--- config.mk ---
export PLATFORM = sky130hd
export DESIGN_NAME = special_counter_seq_ctrl
export DESIGN_NICKNAME = d
export VERILOG_FILES = /design/src/rtl/special_counter_seq_ctrl_pkg.sv /design/src/rtl/special_counter_seq_ctrl_tick_div.sv /design/src/rtl/special_counter_seq_ctrl.sv
export SDC_FILE = /design/constraint.sdc
export NUM_CORES = 1
export LEC_CHECK = 0
export CORE_MARGIN = 1
export CORE_UTILIZATION = 50
export CTS_CLUSTER_DIAMETER = 120
export DETAILED_ROUTE_END_ITERATION = 10
export PLACE_DENSITY = 0.72
export RECOVER_POWER = 50
export SETUP_SLACK_MARGIN = 0.02
export SKIP_LAST_GASP = 1
export SYNTH_ARGS = -nofsm -noshare
export SYNTH_HDL_FRONTEND = slang
export SYNTH_SLANG_ARGS = --single-unit
--- constraint.sdc ---
create_clock -name i_clk -period 3.88 [get_ports i_clk]
set_clock_uncertainty 0.2 [all_clocks]
set_input_delay 0.582 -clock i_clk [delete_from_list [all_inputs] [get_ports i_clk]]
set_output_delay 0.582 -clock i_clk [all_outputs]
set_load 0.01 [all_outputs]
--- src/rtl/special_counter_seq_ctrl_pkg.sv ---
// ---------------------------------------------------------------------------
// special_counter_seq_ctrl_pkg
// Shared definitions for the special counter sequencer: default geometry,
// sequencer state encoding and a helper that checks a requested sequence
// length against the table depth.
// ---------------------------------------------------------------------------
package special_counter_seq_ctrl_pkg;

  localparam int SC_WIDTH = 3;
  localparam int SC_DEPTH = 8;
  localparam int SC_AW    = 3;
  localparam int SC_DIV   = 4;
  localparam int SC_LAP_W = 4;
  localparam int SC_LEN_W = 4;

  typedef enum logic [1:0] {
    S_IDLE = 2'd0,
    S_RUN  = 2'd1,
    S_DONE = 2'd2
  } seqState_t;

  // A sequence must cover at least one entry and may not run past the table.
  function automatic logic lenLegal(input logic [SC_LEN_W-1:0] len, input int depth);
    return (len != '0) && (int'(len) <= depth);
  endfunction

endpackage

--- src/rtl/special_counter_seq_ctrl_tick_div.sv ---
// ---------------------------------------------------------------------------
// tick_div
// Prescaler that counts 0..DIV-1 while enabled and raises a one-cycle tick
// during the terminal count. A synchronous clear returns it to zero.
// Ports:
//   i_clk   rising-edge clock
//   i_rst   asynchronous active-high reset
//   i_clr   synchronous clear to zero (has priority over i_en)
//   i_en    count enable
//   o_tick  high while enabled and at count DIV-1
// ---------------------------------------------------------------------------
module tick_div #(
  parameter int DIV = 4
) (
  input  logic i_clk,
  input  logic i_rst,
  input  logic i_clr,
  input  logic i_en,
  output logic o_tick
);

  localparam int CW = (DIV > 1) ? $clog2(DIV) : 1;

  logic [CW-1:0] r_count;
  logic          w_terminal;

  assign w_terminal = (r_count == CW'(DIV - 1));

  // Free-running modulo-DIV counter; with DIV=1 it sits at zero and ticks
  // every enabled cycle.
  always_ff @(posedge i_clk or posedge i_rst) begin
    if (i_rst) begin
      r_count <= '0;
    end else if (i_clr) begin
      r_count <= '0;
    end else if (i_en) begin
      r_count <= w_terminal ? '0 : r_count + CW'(1);
    end
  end

  assign o_tick = i_en && w_terminal;

endmodule

--- src/rtl/special_counter_seq_ctrl.sv ---
// ---------------------------------------------------------------------------
// special_counter_seq_ctrl
// Sequencer for the 3-bit special counter datapath. Holds a programmable
// table of counter values and steps o_q through table[0..len-1] at a
// prescaled rate, for a finite number of laps or until stopped.
// Ports:
//   i_clk, i_rst            clock / asynchronous active-high reset
//   i_cfg_we/addr/data      table write port, honoured only while idle
//   i_cfg_len               sequence length (1..DEPTH), sampled at start
//   i_laps                  laps to run, 0 = endless; sampled at start
//   i_start, i_stop         level controls; stop has priority
//   o_q                     current counter value
//   o_step                  one-cycle pulse each time o_q advances
//   o_busy                  high while running
//   o_done                  one-cycle pulse when the final lap completes
//   o_cfg_err               one-cycle pulse on an illegal start length or a
//                           table write attempted while not idle
// ---------------------------------------------------------------------------
module special_counter_seq_ctrl
  import special_counter_seq_ctrl_pkg::*;
#(
  parameter int WIDTH = SC_WIDTH,
  parameter int DEPTH = SC_DEPTH,
  parameter int DIV   = SC_DIV,
  parameter int LAP_W = SC_LAP_W
) (
  input  logic                     i_clk,
  input  logic                     i_rst,
  input  logic                     i_cfg_we,
  input  logic [$clog2(DEPTH)-1:0] i_cfg_addr,
  input  logic [WIDTH-1:0]         i_cfg_data,
  input  logic [SC_LEN_W-1:0]      i_cfg_len,
  input  logic [LAP_W-1:0]         i_laps,
  input  logic                     i_start,
  input  logic                     i_stop,
  output logic [WIDTH-1:0]         o_q,
  output logic                     o_step,
  output logic                     o_busy,
  output logic                     o_done,
  output logic                     o_cfg_err
);

  localparam int AW = $clog2(DEPTH);

  seqState_t            r_state;
  seqState_t            w_nextState;
  logic [WIDTH-1:0]     r_table [DEPTH];
  logic [WIDTH-1:0]     r_q;
  logic [AW-1:0]        r_idx;
  logic [LAP_W-1:0]     r_lap;
  logic [SC_LEN_W-1:0]  r_len;
  logic [LAP_W-1:0]     r_laps;
  logic                 r_step;
  logic                 r_cfgErr;

  logic                 w_tick;
  logic                 w_lenOk;
  logic                 w_startGo;
  logic                 w_wrap;
  logic [AW-1:0]        w_nextIdx;
  logic                 w_lastLap;
  logic                 w_advance;
  logic                 w_finish;

  // The prescaler is held at zero outside RUN so the first step always
  // lands DIV cycles after the run begins.
  tick_div #(
    .DIV (DIV)
  ) u_tickDiv (
    .i_clk  (i_clk),
    .i_rst  (i_rst),
    .i_clr  (r_state != S_RUN),
    .i_en   (r_state == S_RUN),
    .o_tick (w_tick)
  );

  assign w_lenOk   = lenLegal(i_cfg_len, DEPTH);
  assign w_startGo = (r_state == S_IDLE) && i_start && !i_stop && w_lenOk;
  assign w_wrap    = (SC_LEN_W'(r_idx) == (r_len - SC_LEN_W'(1)));
  assign w_nextIdx = w_wrap ? '0 : r_idx + AW'(1);
  // The lap being finished is r_lap; the run ends when that makes r_laps.
  assign w_lastLap = (r_laps != '0) && ((r_lap + LAP_W'(1)) == r_laps);
  // Stop takes priority over a coinciding tick so o_q freezes where it was.
  assign w_advance = (r_state == S_RUN) && !i_stop && w_tick;
  assign w_finish  = w_advance && w_wrap && w_lastLap;

  // State register.
  always_ff @(posedge i_clk or posedge i_rst) begin
    if (i_rst) begin
      r_state <= S_IDLE;
    end else begin
      r_state <= w_nextState;
    end
  end

  // Next-state logic: DONE lasts exactly one cycle before returning to IDLE.
  always_comb begin
    w_nextState = r_state;
    case (r_state)
      S_IDLE: if (w_startGo) w_nextState = S_RUN;
      S_RUN: begin
        if (i_stop) begin
          w_nextState = S_IDLE;
        end else if (w_finish) begin
          w_nextState = S_DONE;
        end
      end
      S_DONE:  w_nextState = S_IDLE;
      default: w_nextState = S_IDLE;
    endcase
  end

  // Outputs decoded from state plus the registered pulses.
  always_comb begin
    o_busy    = (r_state == S_RUN);
    o_done    = (r_state == S_DONE);
    o_q       = r_q;
    o_step    = r_step;
    o_cfg_err = r_cfgErr;
  end

  // Table, counter value, index and lap bookkeeping. The table only accepts
  // writes while idle so a running sequence never sees it change.
  always_ff @(posedge i_clk or posedge i_rst) begin
    if (i_rst) begin
      for (int i = 0; i < DEPTH; i++) begin
        r_table[i] <= WIDTH'(i);
      end
      r_q      <= '0;
      r_idx    <= '0;
      r_lap    <= '0;
      r_len    <= '0;
      r_laps   <= '0;
      r_step   <= 1'b0;
      r_cfgErr <= 1'b0;
    end else begin
      r_step   <= w_advance;
      r_cfgErr <= ((r_state == S_IDLE) && i_start && !i_stop && !w_lenOk) ||
                  ((r_state != S_IDLE) && i_cfg_we);
      if (r_state == S_IDLE) begin
        if (i_cfg_we) begin
          r_table[i_cfg_addr] <= i_cfg_data;
        end
        if (w_startGo) begin
          r_q    <= r_table[0];
          r_idx  <= '0;
          r_lap  <= '0;
          r_len  <= i_cfg_len;
          r_laps <= i_laps;
        end
      end else if (w_advance) begin
        r_idx <= w_nextIdx;
        r_q   <= r_table[w_nextIdx];
        // Endless runs saturate the lap count rather than wrapping.
        if (w_wrap && (r_lap != '1)) begin
          r_lap <= r_lap + LAP_W'(1);
        end
      end
    end
  end

endmodule

==> qor.txt, run 1 <==
status - complete, but fails checks
failing checks - capacitance limit, slew limit
Clock Power Share - 0.228
root buf cell - clkbuf_8
Post-Synthesis Cells - 217
WP buf/inv - 2
post-route ant nets - 0
Worst-Skew Late Latency - 0.31 ns
Cell Chain, Critical Path - clkdlybuf4s50_1, or3_1, clkinvlp_2, a31oi_4, mux2i_1, o31a_1, o211ai_2
I/O pin cnt - 26
total CTS buffers - 5
HP Class - reg -> reg
CP Max Fanout - 8
largest net degree at the start of global routing - 49
CTS tree - yes
Design Area, Final - 2960 sq um
CTS clk-pin slew, worst paths - 0.09 ns
Fmax achieved - 358 MHz
worst hold endpoint - u_tickDiv.r_count[0]
Final Util - 0.614
Post-synth EDFFs - 0
critical path startpoint category - input pin
Flop pwr share - 0.514
Synth top area share - 0.352
CP top delay family - buffers and inverters
YS warnings - 0
Setup violations, final - 0
nets@finish - 267
Max-slew headroom - -0.176
switching share of total power - 0.292
post-CTS sizing - 0
worst supply voltage drop on vdd - 0.320 mV
CTS Sinks - 48
Comb pwr share - 0.259
power density cells - 455 nW/um^2
RSZ-0062 raised after global routing - no
vias in the first global route - 1716
Most Crowded Layer GR - met2
WL/cell - 16.0 um
gr ovfl total - 0
Worst Min Path Start - u_tickDiv.r_count[0]
met2 usage - 0.340
H-Tree Depth - 2
dominant synthesized flop cell - dfrtp_1
GR Util All Layers - 0.211
Post-Syn Area - 2560 sq um
initial antenna violation count - 0
Area after DPL - 2860 sq um
Mean Syn Cell Area - 11.8 sq um
final WL - 4980 um
row cnt - 25
r2r startpoint - r_state[1]
internal power - 952 uW
top-count cell post-synth - dfrtp_1
DRT Pass-1 Iters - 4
Tot Pwr - 1340 uW
# port buffers - 25
share of cells above drive strength 1 - 0.282
P_sw - 392 uW
Max-Cap Viols - 1
leakage - 0.00122 uW
area delta synth->final - 15.6%
Die ar. - 5410 sq um
DRC viols - 0
met3 Resource Use GR - 0.0425
initial core utilization - 0.531
initial drt markers - 77
die outline height - 73.5 um
reg2reg setup slack - 1.29 ns
Antenna diodes - 0
register bit count reported by yosys - 48
leading area contributor after synthesis - dfrtp_1
die width - 73.5 um
GP Congestion - 0.757
first-pass GRT wire length - 8500 um
post-route clock period utilization - 0.719
Synth area leaders - dfrtp_1 35%, mux2_2 15%, dfstp_2 12%
CP peak stage delay - 0.57 ns
Netlist cell types - 49
Setup Total Neg Slack - 0 ns
critical path capture point type - flop
fin. max-slew vios - 49
r2r worst-path depth - 7
Worst EP arrival - 2.78 ns
syn nets - 240
Vias - 1802
crit path max-delay cell type - clkdlybuf4s50_1
register area share after synthesis - 0.476
Via density - 5.78
Critical R2R Capture - o_q[2]
met1 Usage GRT - 0.284
Core ar. - 4820 sq um
detailed placer's ending HPWL - 3680 um
Setup Buffers After CTS - 0
most frequent cells after synthesis - 36 x dfrtp_1, 34 x mux2_2, 18 x nand2_1, 12 x dfstp_2, 11 x inv_1
Fillers - 423
Hold Fails Final Rpt - 0
Post-CTS Hold Buffers - 0
Worst Max-Slew Pin Slew - 1.76 ns
CTS Buffer Depth - 2
ys async rst share - 1.00
post-layout min period - 2.79 ns
hold depth - 1
critical path class - in -> reg
Worst EP required - 3.87 ns
## how the worst max path moves through the flow
stage / slack (ns) / cells past startpoint / startpoint / to
after floorplan: 1.64 / 5 / i_cfg_len[3] / r_laps[0]
after global placement: 1.0 / 5 / i_cfg_len[3] / r_laps[3]
after detailed placement: 0.98 / 5 / i_cfg_len[1] / r_len[1]
after CTS: 1.31 / 5 / i_cfg_len[1] / r_len[1]
after global routing: 0.95 / 2 / i_rst / r_len[1]
final: 1.09 / 7 / i_stop / o_q[2]
## metrics by stage
step	worst slack (ns)	cells	hold WS, ns
after global placement	0.997	304	0.227
after detailed placement	0.981	304	0.243
final	1.09	312	0.251
after CTS	1.31	312	0.258
after floorplan	1.64	217	0.215
after global routing	0.949	312	0.292
## power groups by stage
stage	Sequential, uW	Clock [uW]	Combinational [uW]
global route	705	332	382
global placement	695	0	342
detailed placement	699	0	350
finish	690	306	348
CTS	689	317	351
floorplan	685	0	249
## metal layers
layer / up-vias / wire length [um]
li1: 852 / -
met1: 880 / 2270
met2: 61 / 2380
met3: 9 / 241
met4: 0 / 80
met5: - / 0
## state kept, by name (all words and copies together), names as in the netlist
name and cells:
r_len 4, r_laps 4, r_lap 4, o_step 1, o_cfg_err 1, o_q 3
r_table 24, r_state 2, r_idx 3, u_tickDiv.r_count 2
## final cells by class
type,instances,area (sq um),area share
Inverter,12,46.3,0.0157
Tap cell,67,83.8,0.0284
Clock buffer,5,68.8,0.0233
Timing Repair Buffer,26,258,0.0872
Multi-Input combinational cell,151,1260,0.426
Clock inverter,3,23.8,0.00804
Sequential cell,48,1220,0.412
## cell families (layout without fill, tap and decap cells)
kind of cell	count (synthesis)	count (layout)	share of synthesized area
AOI/OAI and AO/OA	39	39	0.124
and+or+nand+nor	58	58	0.120
DFF	48	48	0.476
muxes	41	41	0.192
adders and majority gates	4	4	0.0196
buffers and inverters	18	46	0.0323
xor gates and xnor gates	9	9	0.0367
## placed cells by master (no fill, tap or decap), drive strengths merged, types with 2 or more instances in the layout
| cell | count |
|---|---|
| dfrtp | 36 |
| mux2 | 34 |
| clkdlybuf4s50 | 24 |
| nand2 | 18 |
| dfstp | 12 |
| inv | 11 |
| nor2 | 8 |
| nand3 | 7 |
| o21ai | 6 |
| xnor2 | 6 |
| a21oi | 5 |
| clkbuf | 5 |
| o31ai | 4 |
| nor3 | 4 |
| nand2b | 4 |
| mux2i | 4 |
| ha | 4 |
| and3 | 3 |
| nor2b | 3 |
| a31o | 3 |
| o22a | 3 |
| mux4 | 3 |
| and2 | 3 |
| o211ai | 3 |
| clkinvlp | 3 |
| a2111oi | 3 |
| xor2 | 2 |
| o31a | 2 |
| a211oi | 2 |
| o221ai | 2 |
| nor4 | 2 |
| a31oi | 2 |
No activity file was read; power rests on OpenSTA's default activity.
==> run 2: changes to the inputs <==
clock period = 2.6 ns   (was 3.88 ns; I/O delays follow)
==> run 2 against run 1 <==
Net effect:
- the flow now finishes without violations
- sequential power up 48%
- cell count up 3.8%
- clock power up 47%
- setup slack worse by 0.94 ns
==> qor.txt, run 2 (synthesis results as in run 1) <==
status - completed
Setup violations, final - 0 (unchanged)
Worst EP arrival - 2.47 ns (-0.31 ns)
I/O pin cnt - 26 (unchanged)
CTS tree - yes
Max-slew headroom - 0.481 (+0.657)
total CTS buffers - 5 (unchanged)
root buf cell - clkbuf_8
CP peak stage delay - 0.46 ns (-0.11 ns)
worst supply voltage drop on vdd - 0.377 mV (+18%)
detailed placer's ending HPWL - 3950 um (+7.2%)
Worst Max-Slew Pin Slew - 0.778 ns (-0.985 ns)
initial antenna violation count - 0 (unchanged)
DRC viols - 0 (unchanged)
most frequent cells in the layout - 36 x dfrtp_1, 34 x mux2_2, 24 x clkdlybuf4s50_1
die width - 73.5 um (unchanged)
Fillers - 423 (unchanged)
commonest non-fill, non-tap cell in the layout - dfrtp_1
DRT Pass-1 Iters - 4 (unchanged)
post-CTS sizing - 0 (unchanged)
# port buffers - 25 (unchanged)
largest net degree at the start of global routing - 29 (-41%)
share of cells above drive strength 1 - 0.315 (+0.0335)
vias in the first global route - 1852 (+7.9%)
power density cells - 665 nW/um^2 (+46%)
CTS Buffer Depth - 2 (unchanged)
Cell Chain, Critical Path - inv_1, ha_1, xor2_1, a2111oi_1, o31a_1, buf_4, o221ai_1, a21oi_1
Hold Fails Final Rpt - 0 (unchanged)
row cnt - 25 (unchanged)
critical path startpoint category - flop
Setup Buffers After CTS - 0 (unchanged)
critical path class - reg -> reg
die outline height - 73.5 um (unchanged)
Worst-Skew Late Latency - 0.30 ns (about the same)
critical path capture point type - flop
post-route ant nets - 0 (unchanged)
Worst EP required - 2.62 ns (-1.25 ns)
post-route clock period utilization - 0.941
HP Class - reg -> reg
WL/cell - 16.2 um (+1.7%)
Post-CTS Hold Buffers - 0 (unchanged)
initial core utilization - 0.531 (unchanged)
fin. max-slew vios - 0 (-100%)
placed cell count - 316 (+3.9%)
GR Util All Layers - 0.219 (+0.00836)
fin cells - 324 (+3.8%)
gr ovfl total - 0 (unchanged)
CP top delay family - compound AO/OA/AOI/OAI gates
Die ar. - 5410 sq um (unchanged)
Most flops, register - r_table
Antenna diodes - 0 (unchanged)
crit path max-delay cell type - a2111oi_1
Via density - 5.62 (-2.7%)
CTS Sinks - 48 (unchanged)
CTS clk-pin slew, worst paths - 0.09 ns (about the same)
final WL - 5260 um (+5.6%)
first-pass GRT wire length - 8690 um (+2.2%)
GP Congestion - 0.787 (+3.9%)
post-layout min period - 2.45 ns
Max-Cap Viols - 0 (-1)
Core ar. - 4820 sq um (unchanged)
CP Max Fanout - 7 (-1)
Fmax achieved - 409 MHz
nets@finish - 279 (+4.5%)
leakage - 0.00129 uW (+5.1%)
RSZ-0062 raised after global routing - no
WP buf/inv - 2 (unchanged)
Vias - 1821 (+1.1%)
max reg flops - 24 (unchanged)
H-Tree Depth - 2 (unchanged)
initial drt markers - 63 (-18%)
Setup Total Neg Slack - 0 ns (unchanged)
area delta synth->final - 18.9%
[run 2: cell types whose count changed in the layout (fill, tap and decap cells not counted)]
cell | previous run | this run
buf_4 | 1 | 12
and2_1 | 2 | 3
and2_0 | 1 | 0
clkbuf_2 | 0 | 1
clkinv_4 | 1 | 0
inv_6 | 0 | 1
clkinv_2 | 0 | 1
clkinvlp_4 | 2 | 1
[run 2: path summary, 6_finish.rpt]
kind,start,end,slack (ns),cells past startpoint
max,r_len[1],o_q[0],0.15,8
min,u_tickDiv.r_count[0],u_tickDiv.r_count[0],0.24,1
max reg2reg,r_len[1],o_q[0],0.15,8
min reg2reg,u_tickDiv.r_count[0],u_tickDiv.r_count[0],0.24,1
max in group asynchronous,i_rst,r_state[0],0.59,3
min in group asynchronous,i_rst,r_table[19],0.46,2
[run 2: stage by stage]
stage	hold slack, ns	util	total power [uW]	instance area, sq um	setup WS (ns)
after global placement	0.226	0.616	1570	2970	0.0683
after global routing	0.280	0.631	2150	3040	0.0332
final	0.239	0.631	2020	3040	0.153
after detailed placement	0.231	0.616	1600	2970	0.0310
after CTS	0.212	0.635	2050	3060	0.164
after floorplan	0.215	-	1390	2560	0.434
[run 2: power by group]
| part | total, uW | leakage (uW) | internal (uW) | switching [uW] |
|---|---|---|---|---|
| Combinational | 550 | 0.000661 | 313 | 236 |
| Clock | 449 | 0.0000445 | 191 | 258 |
| Sequential | 1020 | 0.000581 | 933 | 89.9 |
[run 2: layout make-up]
| type | count | area [sq um] | share of cell area |
|---|---|---|---|
| Tap cell | 67 | 83.8 | 0.0276 |
| Timing Repair Buffer | 38 | 345 | 0.114 |
| Multi-Input combinational cell | 151 | 1260 | 0.414 |
| Clock buffer | 5 | 68.8 | 0.0226 |
| Inverter | 12 | 46.3 | 0.0152 |
| Sequential cell | 48 | 1220 | 0.400 |
| Clock inverter | 3 | 21.3 | 0.00700 |
[run 2: metal layers]
| metal | vias to the layer above | track usage | part of all wire |
|---|---|---|---|
| li1 | 876 | - | - |
| met1 | 909 | 0.269 | 0.45 |
| met2 | 32 | 0.387 | 0.51 |
| met3 | 4 | 0.0425 | 0.031 |
| met4 | 0 | 0.0705 | 0.0091 |
| met5 | - | 0 | 0 |
==> run 3: changes to the inputs <==
--- a/config.mk
+++ b/config.mk
@@ -6,9 +6,12 @@
 export NUM_CORES = 1
 export LEC_CHECK = 0
+export CELL_PAD_IN_SITES_DETAIL_PLACEMENT = 1
+export CELL_PAD_IN_SITES_GLOBAL_PLACEMENT = 1
+export CORE_ASPECT_RATIO = 0.5
 export CORE_MARGIN = 1
-export CORE_UTILIZATION = 50
+export CORE_UTILIZATION = 45
 export CTS_CLUSTER_DIAMETER = 120
 export DETAILED_ROUTE_END_ITERATION = 10
-export PLACE_DENSITY = 0.72
+export PLACE_DENSITY_LB_ADDON = 0.1
 export RECOVER_POWER = 50
 export SETUP_SLACK_MARGIN = 0.02
==> constraint.sdc (replaced) <==
create_clock -name i_clk -period 2.6 [get_ports i_clk]
set_clock_uncertainty 0.2 [all_clocks]
set_input_delay 0.52 -clock i_clk [delete_from_list [all_inputs] [get_ports i_clk]]
set_output_delay 0.52 -clock i_clk [all_outputs]
set_load 0.01 [all_outputs]
==> run 3 against run 2 <==
Net effect:
- fmax is 0.88% lower
- worst hold slack better by 0.0062 ns
- global-route usage is 1.3 points higher
- core utilization is 2.4 points lower
- combinational power is 5.5% higher
- die area is 11% higher
- critical path type unchanged
- largest power group unchanged
==> qor.txt, run 3 (synthesis results as in run 1) <==
status - completed
WL/cell - 19.0 um (+17%)
commonest non-fill, non-tap cell in the layout - dfrtp_1
total CTS buffers - 5 (unchanged)
CP startpoint - r_len[1]
DRT Pass-1 Iters - 4 (unchanged)
CP Max Fanout - 10 (+3)
Hold Fails Final Rpt - 0 (unchanged)
Post-CTS Hold Buffers - 0 (unchanged)
Worst EP required - 2.57 ns (-0.05 ns)
CP peak stage delay - 0.43 ns (-0.03 ns)
Die ar. - 6010 sq um (+11%)
final WL - 6290 um (+20%)
share of cells above drive strength 1 - 0.333 (+0.0182)
r2r worst-path depth - 8 (unchanged)
Antenna diodes - 0 (unchanged)
reg2reg setup slack - 0.13 ns (-0.02 ns)
Vias - 1859 (+2.1%)
Core ar. - 5180 sq um (+7.5%)
die outline height - 55.3 um (-25%)
post-route clock period utilization - 0.949 (+0.00838)
r2r startpoint - r_len[1]
detailed placer's ending HPWL - 4600 um (+17%)
row cnt - 18 (-28%)
HP Class - reg -> reg
critical path startpoint category - flop
I/O pin cnt - 26 (unchanged)
critical path class - reg -> reg
area delta synth->final - 23.0%
initial drt markers - 68 (+7.9%)
leakage - 0.00133 uW (+3.7%)
H-Tree Depth - 2 (unchanged)
Worst-Skew Late Latency - 0.29 ns (about the same)
Fmax achieved - 405 MHz (-0.88%)
Critical R2R Capture - r_lap[2]
GP Congestion - 0.744 (-5.4%)
RSZ-0062 raised after global routing - no
Worst Max-Slew Pin Slew - 0.788 ns (+0.0102 ns)
crit path max-delay cell type - dfrtp_1
Most flops, register - r_table
post-layout min period - 2.47 ns (+0.0218 ns)
Setup Buffers After CTS - 0 (unchanged)
post-CTS sizing - 0 (unchanged)
nets@finish - 283 (+1.4%)
die width - 109 um (+48%)
Cell Chain, Critical Path - inv_1, ha_1, xor2_2, nor2_1, o31ai_1, buf_4, a211oi_1, a31o_2
placed cell count - 323 (+2.2%)
critical path capture point type - flop
worst supply voltage drop on vdd - 0.445 mV (+18%)
Setup violations, final - 0 (unchanged)
max reg flops - 24 (unchanged)
GR Util All Layers - 0.232 (+0.0127)
hold depth - 1 (unchanged)
Via density - 5.62 (about the same)
gr ovfl total - 0 (unchanged)
CTS Buffer Depth - 2 (unchanged)
Setup Total Neg Slack - 0 ns (unchanged)
largest net degree at the start of global routing - 30 (+3.4%)
Max-slew headroom - 0.474 (-0.00679)
Tot Pwr - 2260 uW (+12%)
initial core utilization - 0.494 (-0.0372)
Max-Cap Viols - 0 (unchanged)
vias in the first global route - 2057 (+11%)
DRC viols - 0 (unchanged)
CTS tree - yes
final hold slack - 0.245 ns (+0.00623 ns)
Worst EP arrival - 2.44 ns (-0.03 ns)
CTS clk-pin slew, worst paths - 0.07 ns (-0.02 ns)
power density cells - 720 nW/um^2 (+8.2%)
initial antenna violation count - 0 (unchanged)
critical path endpoint - r_lap[2]
post-route ant nets - 0 (unchanged)
# port buffers - 25 (unchanged)
fin. max-slew vios - 0 (unchanged)
fin cells - 331 (+2.2%)
root buf cell - clkbuf_16
most frequent cells in the layout - 36 x dfrtp_1, 34 x mux2_2, 24 x clkdlybuf4s50_1
CTS Sinks - 48 (unchanged)
first-pass GRT wire length - 10500 um (+20%)
-- run 3: through the flow --
step	area [sq um]	setup WS, ns	util
2_1_floorplan	2560	0.427	-
6_report	3150	0.131	0.607
3_5_place_dp	3000	-0.0193	0.579
4_1_cts	3150	0.0854	0.608
3_3_place_gp	3000	0.0270	0.579
5_1_grt	3150	0.0424	0.607
-- run 3: how the worst min path moves through the flow --
stage | slack (ns) | start | end
finish | 0.24 | u_tickDiv.r_count[0] | u_tickDiv.r_count[0]
global route | 0.27 | u_tickDiv.r_count[0] | u_tickDiv.r_count[0]
CTS | 0.25 | u_tickDiv.r_count[0] | u_tickDiv.r_count[0]
detailed placement | 0.24 | u_tickDiv.r_count[0] | u_tickDiv.r_count[0]
global placement | 0.23 | u_tickDiv.r_count[0] | u_tickDiv.r_count[0]
floorplan | 0.21 | u_tickDiv.r_count[0] | u_tickDiv.r_count[0]
-- run 3: worst max-delay path: cells and delay by family (launching register included) --
family / cells / cell delay [ns]
buffers and inverters: 2 / 0.39
AOI/OAI and AO/OA: 3 / 0.71
and+or+nand+nor: 1 / 0.11
DFF: 1 / 0.43
xor gates and xnor gates: 1 / 0.26
adders and majority gates: 1 / 0.26
-- run 3: per-layer routing --
metal  up-vias  track usage  wire length (um)  share of wire
met4         0       0.0541                17         0.0027
met2        18        0.382              3130           0.50
met5         -            0                 0              0
met3         2       0.0543               161          0.026
met1       959        0.310              2980           0.47
li1        880            -                 -              -
-- run 3: cell type report --
cell class,instances,area (sq um)
clock buffers,5,125
clock inverters,3,23.8
multi-input cells,151,1270
repair buffers,42,375
well taps,70,87.6
fillers,552,2030
inverters,12,47.5
flip-flops and latches,48,1220
-- run 3: report_power, final --
| group | switching [uW] | internal [uW] |
|---|---|---|
| Sequential | 100 | 934 |
| Combinational | 261 | 319 |
| Clock | 292 | 358 |
